`src/rtl/seg7_scan_driver.sv`:
```
// seg7_scan_driver: time-multiplexed N-digit seven-segment driver.
// Latches per-digit 5-bit codes on `load`, commits them only at the end of a
// frame so the display never tears, and scans one digit per REFRESH_DIV
// cycles with a one-cycle all-off gap between digits.
// Optional feature: define SEG7_LZS_EN for leading-zero suppression.
module seg7_scan_driver #(
  parameter int unsigned DIGITS      = 4,
  parameter int unsigned CODE_W      = 5,
  parameter int unsigned REFRESH_DIV = 50000
) (
  input  logic                     clk,
  input  logic                     rst_n,
  input  logic                     load,
  input  logic [DIGITS*CODE_W-1:0] codes,
  input  logic [DIGITS-1:0]        blank_mask,
  output logic [0:6]               seg,
  output logic [DIGITS-1:0]        an,
  output logic                     frame_start,
  output logic                     pending
);

  localparam int unsigned        PCNT_W     = $clog2(REFRESH_DIV);
  localparam int unsigned        IDX_W      = $clog2(DIGITS);
  localparam logic [PCNT_W-1:0]  PCNT_LAST  = PCNT_W'(REFRESH_DIV - 1);
  localparam logic [IDX_W-1:0]   IDX_LAST   = IDX_W'(DIGITS - 1);
  localparam logic [CODE_W-1:0]  CODE_BLANK = CODE_W'(16);

  // Glyph lookup: returns the lit segments, a in bit 6 down to g in bit 0.
  function automatic logic [6:0] glyph_on(input logic [CODE_W-1:0] c);
    logic [6:0] g;
    case (c)
      CODE_W'(0):  g = 7'b1111110;
      CODE_W'(1):  g = 7'b0110000;
      CODE_W'(2):  g = 7'b1101101;
      CODE_W'(3):  g = 7'b1111001;
      CODE_W'(4):  g = 7'b0110011;
      CODE_W'(5):  g = 7'b1011011;
      CODE_W'(6):  g = 7'b1011111;
      CODE_W'(7):  g = 7'b1110000;
      CODE_W'(8):  g = 7'b1111111;
      CODE_W'(9):  g = 7'b1111011;
      CODE_W'(10): g = 7'b1110111;
      CODE_W'(11): g = 7'b0011111;
      CODE_W'(12): g = 7'b1001110;
      CODE_W'(13): g = 7'b0111101;
      CODE_W'(14): g = 7'b1001111;
      CODE_W'(15): g = 7'b1000111;
      CODE_W'(17): g = 7'b0000001;
      CODE_W'(18): g = 7'b0001000;
      CODE_W'(19): g = 7'b1100011;
      default:     g = 7'b0000000;
    endcase
    return g;
  endfunction

  logic [PCNT_W-1:0]             pcnt_q, pcnt_d;
  logic [IDX_W-1:0]              idx_q, idx_d;
  logic [DIGITS-1:0][CODE_W-1:0] pend_q, pend_d;
  logic [DIGITS-1:0][CODE_W-1:0] active_q, active_d;
  logic                          pending_q, pending_d;
  logic                          ghost_q, ghost_d;
  logic [0:6]                    seg_q, seg_d;
  logic [DIGITS-1:0]             an_q, an_d;
  logic                          frame_start_q, frame_start_d;
  logic                          tick;
  logic                          commit;
  logic [DIGITS-1:0]             sup;
  logic [CODE_W-1:0]             cur_code;

`ifdef SEG7_LZS_EN
  // Codes that read as "nothing shown" count as zeros for suppression.
  function automatic logic is_zero_like(input logic [CODE_W-1:0] c);
    return (c == '0) || (c == CODE_BLANK) || (c >= CODE_W'(20));
  endfunction

  // Leading-zero run from the top digit down; digit 0 always shown.
  always_comb begin
    logic run;
    run = 1'b1;
    sup = '0;
    for (int unsigned i = DIGITS - 1; i > 0; i--) begin
      run    = run & is_zero_like(active_q[i]);
      sup[i] = run;
    end
  end
`else
  // Suppression disabled: every digit shows its own glyph.
  always_comb begin
    sup = '0;
  end
`endif

  // Prescaler, digit index and frame-boundary load/commit bookkeeping.
  always_comb begin
    tick   = (pcnt_q == PCNT_LAST);
    commit = tick && (idx_q == IDX_LAST);
    pcnt_d = tick ? '0 : pcnt_q + PCNT_W'(1);
    idx_d  = idx_q;
    if (tick) begin
      idx_d = (idx_q == IDX_LAST) ? '0 : idx_q + IDX_W'(1);
    end
    pend_d    = pend_q;
    active_d  = active_q;
    pending_d = pending_q;
    if (load) begin
      pend_d    = codes;
      pending_d = 1'b1;
    end
    if (commit) begin
      active_d  = load ? codes : pend_q;
      pending_d = 1'b0;
    end
  end

  // Display outputs. ghost_q marks the cycle after a tick; blanking from it
  // (instead of from tick) gives the single off cycle between digits and
  // makes the first digit after reset appear on the second edge.
  always_comb begin
    ghost_d  = tick;
    cur_code = active_q[idx_q];
    an_d     = '1;
    seg_d    = '1;
    if (!ghost_q) begin
      an_d = ~(DIGITS'(1) << idx_q);
      if (!blank_mask[idx_q] && !sup[idx_q]) begin
        seg_d = ~glyph_on(cur_code);
      end
    end
    frame_start_d = an_q[0] & ~an_d[0];
  end

  // State and output registers.
  always_ff @(posedge clk or negedge rst_n) begin
    if (!rst_n) begin
      pcnt_q        <= '0;
      idx_q         <= '0;
      pend_q        <= {DIGITS{CODE_BLANK}};
      active_q      <= {DIGITS{CODE_BLANK}};
      pending_q     <= 1'b0;
      ghost_q       <= 1'b1;
      seg_q         <= '1;
      an_q          <= '1;
      frame_start_q <= 1'b0;
    end else begin
      pcnt_q        <= pcnt_d;
      idx_q         <= idx_d;
      pend_q        <= pend_d;
      active_q      <= active_d;
      pending_q     <= pending_d;
      ghost_q       <= ghost_d;
      seg_q         <= seg_d;
      an_q          <= an_d;
      frame_start_q <= frame_start_d;
    end
  end

  assign seg         = seg_q;
  assign an          = an_q;
  assign frame_start = frame_start_q;
  assign pending     = pending_q;

endmodule

```
`config.mk`:
```
export PLATFORM = sky130hd
export DESIGN_NAME = seg7_scan_driver
export DESIGN_NICKNAME = d
export VERILOG_FILES = /design/src/rtl/seg7_scan_driver.sv
export SDC_FILE = /design/constraint.sdc
export NUM_CORES = 1
export LEC_CHECK = 0
export ABC_AREA = 0
export ABC_CLOCK_PERIOD_IN_PS = 1900
export BUFFER_PORTS_ARGS = -buffer_cell sky130_fd_sc_hd__buf_2
export CAP_MARGIN = 5
export CORE_MARGIN = 2
export CORE_UTILIZATION = 35
export CTS_CLUSTER_SIZE = 12
export DETAILED_ROUTE_END_ITERATION = 12
export PLACE_DENSITY_LB_ADDON = 0.12
export SLEW_MARGIN = 20
export SYNTH_ARGS = -nofsm -noshare
export SYNTH_HDL_FRONTEND = slang
export SYNTH_SLANG_ARGS = --single-unit
```
`constraint.sdc`:
```
create_clock -name clk -period 1.9 [get_ports clk]
set_input_delay 0.285 -clock clk [delete_from_list [all_inputs] [get_ports clk]]
set_output_delay 0.285 -clock clk [all_outputs]
set_load 0.05 [all_outputs]
```
==> flow_metrics.py, run 1 <==
metrics = {
    "floorplanning": {
        "die-width_um": 103.3,
        "core_area_um2": 9684,
        "start_util_pct": 35.66,
        "row_count": 36,
        "die_y_um": 103.3,
        "ioPinCount": 40,
        "die_area_um2": 10680,
    },
    "final_layout": {
        "instances_no_fill": 460,
        "n_fill_cell": 903,
        "final_nets": 361,
        "diodes": 0,
        "final_cell_mix": "dfrtp_1 (50), buf_2 (39), mux2_2 (26)",
        "area_growth_pct": 21.88,
        "drive_above_1_share_pct": 51.07,
        "final_common_cell": "dfrtp_1",
        "finish.instance_area_um2": 4209,
    },
    "logic_synthesis": {
        "ys_ff_latch": 72,
        "avgSynthCellArea_um2": 13.44,
        "syn_inst": 257,
        "ys.warnings.count": 0,
        "netlist_area_um2": 3453,
        "synthDistinctLibCells": 45,
        "synth_nets": 296,
        "synth-seq-area-share_pct": 52.90,
    },
    "critical_path": {
        "crit_fanout": 6,
        "cp.arrival_ps": 2170,
        "slowest_stage": "mux4_2",
        "path_cells": "mux4_2, ha_4, mux2_4, a221oi_2, o21ai_1",
        "max_stage_delay_ps": 630,
        "critical_path_class": "reg -> reg",
        "worst_setup_path_end_kind": "flip-flop",
        "path_buf_inv": 0,
        "worstSetupStartpointType": "flip-flop",
        "required_ps": 2160,
        "path_delay_family": "multiplexers",
    },
    "timing": {
        "finalCritPeriodShare_pct": 100.1,
        "worst_pin_slew_ps": 525.6,
        "grt_setup_unrepaired": "yes",
        "finalMaxSlewViolations": 0,
        "setup_violations": 2,
        "hold_violations": 0,
        "fmax_ghz": 0.5258,
        "tns_ps": -3.513,
        "slew_headroom_pct": 64.96,
        "fin_ws_ps": -1.799,
        "fin_worst_skew_ps": 6.238,
        "min_period_ps": 1902,
    },
    "routing": {
        "wl_um": 6793,
        "met2_length_um": 3182,
        "wire_per_inst_um": 14.77,
        "drc": 0,
        "via_count": 2133,
        "drtIter0Drc": 59,
        "top_layer_used": "met4",
        "wl_met3_um": 237,
        "met1_length_um": 3331,
        "ant_nets": 0,
        "vias_per_cell": 4.637,
        "firstDrtPassIters": 4,
    },
    "placement": {
        "port_buffers": 39,
        "placed_area_um2": 3993,
        "dp.cells": 441,
        "gp_congestion": 0.7882,
        "dp_hpwl_um": 4765,
        "pre_cts_ws_ps": -37.12,
    },
    "global_route": {
        "grt_max_degree": 73,
        "antenna_found_initial": 0,
        "grt_pass1_wl_um": 11250,
        "overflow": 0,
        "grt.total_usage_pct": 14.11,
        "grt_pass1_vias": 2179,
    },
    "cts": {
        "clock_sinks": 72,
        "cts_tree": "built",
        "path_clk_slew_ps": 80,
        "clk_latency_ps": 340,
        "htree_levels": 3,
        "clock_path_buffers": 2,
        "cts_buffers": 9,
        "cts_root_buffer": "clkbuf_8",
    },
    "run_status": {
        "violations": "negative setup slack",
        "outcome": "finished with violations",
    },
    "job": {
        "max_cap_viol_count": 0,
    },
    "pwr": {
        "peakVddDrop_mv": 0.3702,
        "cellLeakagePower_nw": 1.825,
        "pwr_density_cell_nw_per_um2": 729.4,
    },
    "hold_path": {
        "hold_path.class": "in -> reg",
    },
}
==> through the flow <==
step	total power [mW]	util (%)	hold slack (ps)
after detailed placement	2.027	41.23	350.5
after floorplan	1.894	-	-10.59
after global routing	3.236	43.46	172.0
final	3.070	43.46	189.9
after global placement	2.025	41.23	349.9
after CTS	3.129	43.32	166.3
==> worst register-to-register path: cells and delay by family (launching register included) <==
| kind | cells | cell delay [ps] |
|---|---|---|
| DFF | 1 | 410 |
| AOI/OAI and AO/OA | 2 | 290 |
| muxes | 2 | 900 |
| adders and majority gates | 1 | 220 |
==> synthesized netlist by cell type (all sizes together) <==
library cell	count	share of area, %
clkbuf	4	0.43
dfrtp	52	38
dfstp	20	15
a32oi	1	0.25
a21boi	2	0.43
nor3	8	1.2
a22o	1	0.25
inv	11	1.2
xor2	2	0.51
nand3b	1	0.22
and2	1	0.18
mux4	6	3.9
o21a	1	0.22
nand2b	4	0.72
o21ai	7	1.0
a221oi	2	0.51
ha	12	4.3
nor2	15	1.6
or3	1	0.33
nor2b	1	0.18
xnor2	10	2.5
o31ai	1	0.22
nand4b	2	0.51
buf	5	1.2
nand4	4	0.72
o21bai	1	0.22
nand2	11	1.3
a21oi	1	0.14
mux2i	1	0.29
o211a	1	0.29
nand4bb	1	0.33
o211ai	4	0.87
mux2	47	18
nand3	7	1.0
nor4	3	0.98
or3b	1	0.25
a31oi	1	0.18
nor3b	3	0.80
o221ai	1	0.25
==> timing repair <==
item                       4_1_cts  5_1_grt
hold endpoints to repair        52        0
hold buffers                     1        0
setup endpoints to repair        4        7
pin swaps                        0        2
resized for setup                5        5
gates cloned                     0        0
setup buffers                    1        1
==> power by group <==
group | switching (mW) | internal, mW | leakage, nW
Clock | 0.601 | 0.470 | 0.0753
Sequential | 0.0279 | 1.63 | 0.860
Combinational | 0.184 | 0.161 | 0.891
Total | 0.813 | 2.26 | 1.83
==> cells by family (layout without fill, tap and decap cells) <==
kind of cell             Yosys count  count (layout)  share of synthesized area [%]
flip-flops                        72              72                          52.90
AND/OR/NAND/NOR                   63              63                          10.29
multiplexers                      54              54                          21.70
AO/OA/AOI/OAI                     24              24                          4.855
buffers and inverters             20              90                          2.862
adder cells (fa/ha/maj)           12              12                          4.348
XOR/XNOR                          12              12                          3.043
==> sequential cells by signal (all words and copies together) (netlist names) <==
signal       count
ghost_q          1
frame_start      1
an               4
seg              7
pend_q          20
pcnt_q          16
pending          1
active_q        20
idx_q            2
==> path summary, 6_finish.rpt <==
check	startpoint	end	slack, ps	cells after the start
worst max-delay path	idx_q[0]	seg[5]	-2	5
worst min-delay path	codes[14]	pend_q[14]	190	2
worst max register to register	idx_q[0]	seg[5]	-2	5
min in group asynchronous	rst_n	pend_q[3]	480	3
max in group asynchronous	rst_n	active_q[9]	1040	3
worst min register to register	an[0]	frame_start	480	2
==> cell type report <==
class	count	area [µm²]	area share [%]
Sequential cell	72	1829	43.46
Multi-Input combinational cell	165	1589	37.75
Timing Repair Buffer	63	406.6	9.661
Tap cell	133	166.4	3.954
Clock buffer	9	123.9	2.943
Clock inverter	7	47.55	1.130
Inverter	11	46.29	1.100
==> metal layers <==
metal,GRT usage [%],up-vias
li1,-,1042
met1,19.48,1055
met2,21.53,34
met3,4.503,2
met4,3.846,0
met5,0,-
Note: power is estimated with default switching activity, not from simulation.
==> inputs of run 2 (changes only) <==
--- a/config.mk
+++ b/config.mk
@@ -5,7 +5,7 @@
 export SDC_FILE = /design/constraint.sdc
 export NUM_CORES = 1
 export LEC_CHECK = 0
-export ABC_AREA = 0
+export ABC_AREA = 1
 export ABC_CLOCK_PERIOD_IN_PS = 1900
 export BUFFER_PORTS_ARGS = -buffer_cell sky130_fd_sc_hd__buf_2
 export CAP_MARGIN = 5
==> flow_metrics.py, run 2 <==
metrics = {
    "cts": {
        "path_clk_slew_ps": 80,
        "cts_root_buffer": "clkbuf_8",
        "htree_levels": 3,
        "cts_tree": "built",
        "cts_buffers": 9,
        "clock_path_buffers": 2,
        "clock_sinks": 72,
        "clk_latency_ps": 350,
        "cts_setup_buffers": 0,
    },
    "timing": {
        "finalCritPeriodShare_pct": 89.04,
        "worst_pin_slew_ps": 586.6,
        "grt_setup_unrepaired": "no",
        "fin_ws_ps": 208.2,
        "setup_violations": 0,
        "min_period_ps": 1692,
        "finalMaxSlewViolations": 0,
        "fmax_ghz": 0.5911,
        "slew_headroom_pct": 60.85,
        "fin_worst_skew_ps": 10.87,
        "tns_ps": 0,
        "hold_violations": 0,
    },
    "pwr": {
        "p_sw_uw": 687.3,
        "pwr_density_cell_nw_per_um2": 725.0,
        "swShare_pct": 22.27,
        "clkPwrFrac_pct": 43.8,
        "peakVddDrop_mv": 0.3653,
        "power_frac_seq_pct": 51.4,
        "cellLeakagePower_nw": 2.186,
        "pwr-share-comb_pct": 4.9,
        "p_int_mw": 2.399,
    },
    "placement": {
        "dp_hpwl_um": 5277,
        "pre_cts_ws_ps": 147.1,
        "port_buffers": 39,
        "gp_congestion": 0.9086,
    },
    "final_layout": {
        "reg_top3": "active_q: 20 flops, pend_q: 20 flops, pcnt_q: 16 flops",
        "diodes": 0,
        "final_nets": 524,
        "drive_above_1_share_pct": 24.69,
        "final_cell_mix": "nand2_1 (173), dfrtp_1 (51), inv_1 (49)",
        "area_growth_pct": 15.52,
        "final_common_cell": "nand2_1",
    },
    "floorplanning": {
        "die_area_um2": 11360,
        "start_util_pct": 35.85,
        "die-width_um": 106.6,
        "row_count": 37,
        "die_y_um": 106.6,
        "ioPinCount": 40,
        "core_area_um2": 10280,
    },
    "global_route": {
        "grt_max_degree": 73,
        "antenna_found_initial": 0,
        "grt_pass1_wl_um": 13020,
        "grt_pass1_vias": 2703,
        "overflow": 0,
        "grt.total_usage_pct": 14.28,
    },
    "logic_synthesis": {
        "yosysTopAreaCell": "dfrtp_1",
        "ys_top_cells_by_area": "dfrtp_1 (35%), nand2_1 (18%), dfstp_2 (14%), inv_1 (5.0%), o21ai_2 (5.0%)",
        "syn_inst": 440,
        "synth_nets": 479,
        "ys_top_cells_by_count": "nand2_1 (173), dfrtp_1 (52), inv_1 (49)",
        "synth_edf_count": 0,
        "netlist_area_um2": 3685,
        "ys.flop_type": "dfrtp_1",
        "avgSynthCellArea_um2": 8.375,
        "ys_ff_latch": 72,
        "async_flop_share_pct": 100.0,
        "synth-seq-area-share_pct": 49.58,
        "yosysMostFrequentCell": "nand2_1",
        "synth_top_area_share_pct": 35.31,
        "ys.warnings.count": 0,
        "synthDistinctLibCells": 33,
    },
    "critical_path": {
        "r2r_end": "seg[3]",
        "critical_path_class": "reg -> reg",
        "r2r_cells": 12,
        "worstSetupStartpointType": "flip-flop",
        "crit_fanout": 11,
        "rr_startpoint": "idx_q[0]",
        "required_ps": 2190,
        "startpoint": "idx_q[0]",
        "worst_setup_path_end_kind": "flip-flop",
        "cp.arrival_ps": 1980,
        "endpoint": "seg[3]",
        "reg2reg_slack_ps": 210,
    },
    "routing": {
        "drc": 0,
        "ant_nets": 0,
        "wire_per_inst_um": 11.64,
        "wl_um": 7288,
        "via_count": 2730,
        "firstDrtPassIters": 5,
        "vias_per_cell": 4.361,
        "drtIter0Drc": 112,
    },
    "job": {
        "max_cap_viol_count": 0,
    },
    "run_status": {
        "outcome": "finished clean",
    },
    "hold_path": {
        "hold_path.class": "in -> reg",
    },
}
[run 2: cell types whose count changed after synthesis, moves of 5 or more]
cell / before / now
mux2_4: 20 / 0
mux4_2: 6 / 0
o21ai_2: 0 / 21
nand2_1: 10 / 173
xor2_1: 2 / 8
xnor2_1: 10 / 1
inv_1: 11 / 49
mux2_2: 27 / 0
nor2_1: 15 / 22
nand3_1: 7 / 31
buf_6: 2 / 7
[run 2: logic make-up (layout without fill, tap and decap cells)]
logic type	count (synthesis)	in the layout	synth area share [%]
flops	72	72	49.58
xor+xnor	9	9	2.139
compound gates	33	33	6.927
fa+ha+maj	12	12	4.075
buf+inv	66	116	8.319
simple gates	248	248	28.96
[run 2: metrics by stage]
step	hold WS, ps	total power [mW]	std cells	utilization [%]	instance area (µm²)
after floorplan	-10.59	1.686	440	-	3685
after global placement	348.4	1.767	609	39.13	4021
after detailed placement	347.3	1.769	609	39.13	4021
after CTS	127.2	3.149	626	41.38	4253
after global routing	129.0	3.244	626	41.42	4257
final	149.1	3.086	626	41.42	4257
[run 2: layout make-up]
type / instances / area [µm²]
tap: 136 / 170.2
timing repair buffer: 47 / 282.8
sequential: 72 / 1828
fill: 1081 / 6021
clock buffer: 11 / 141.4
inverter: 53 / 202.7
clock inverter: 5 / 80.08
multi-input combinational: 302 / 1551
[run 2: how the worst min path moves through the flow]
stage / start / to / slack, ps / depth (start not counted)
after floorplan: rst_n / active_q[0] / -10 / 0
after global placement: rst_n / pcnt_q[9] / 350 / 2
after detailed placement: rst_n / pcnt_q[9] / 350 / 2
after CTS: codes[9] / pend_q[9] / 130 / 3
after global routing: codes[9] / pend_q[9] / 130 / 3
final: codes[9] / pend_q[9] / 150 / 3
[run 2: what timing repair did]
item                       CTS  global route
setup endpoints to repair    0             5
hold endpoints to repair    52             0
resized for setup            0             2
hold buffers                 1             0
[run 2: critical path: stages, from the launching register on]
cell and delay (ps):
dfrtp_2 480, inv_4 130, nand2_1 80, nand3_1 70
nand2_1 140, ha_1 340, inv_1 60, nand3_1 70
nand2_1 70, nand2_1 40, nand2_1 70, nand2_1 40
nand2_1 50
[run 2: power groups by stage]
stage | Sequential (mW) | Clock (mW) | Combinational, mW
2_1_floorplan | 1.61 | 0 | 0.0744
3_3_place_gp | 1.61 | 0 | 0.154
3_5_place_dp | 1.61 | 0 | 0.155
4_1_cts | 1.59 | 1.41 | 0.157
5_1_grt | 1.59 | 1.48 | 0.179
6_report | 1.59 | 1.35 | 0.150
[run 2: layer usage]
layer	routed length [µm]	vias to the layer above	global-route usage (%)
met5	0	-	0
met4	93	0	4.545
met3	237	9	3.526
met2	3349	41	22.16
met1	3607	1235	19.65
li1	-	1445	-
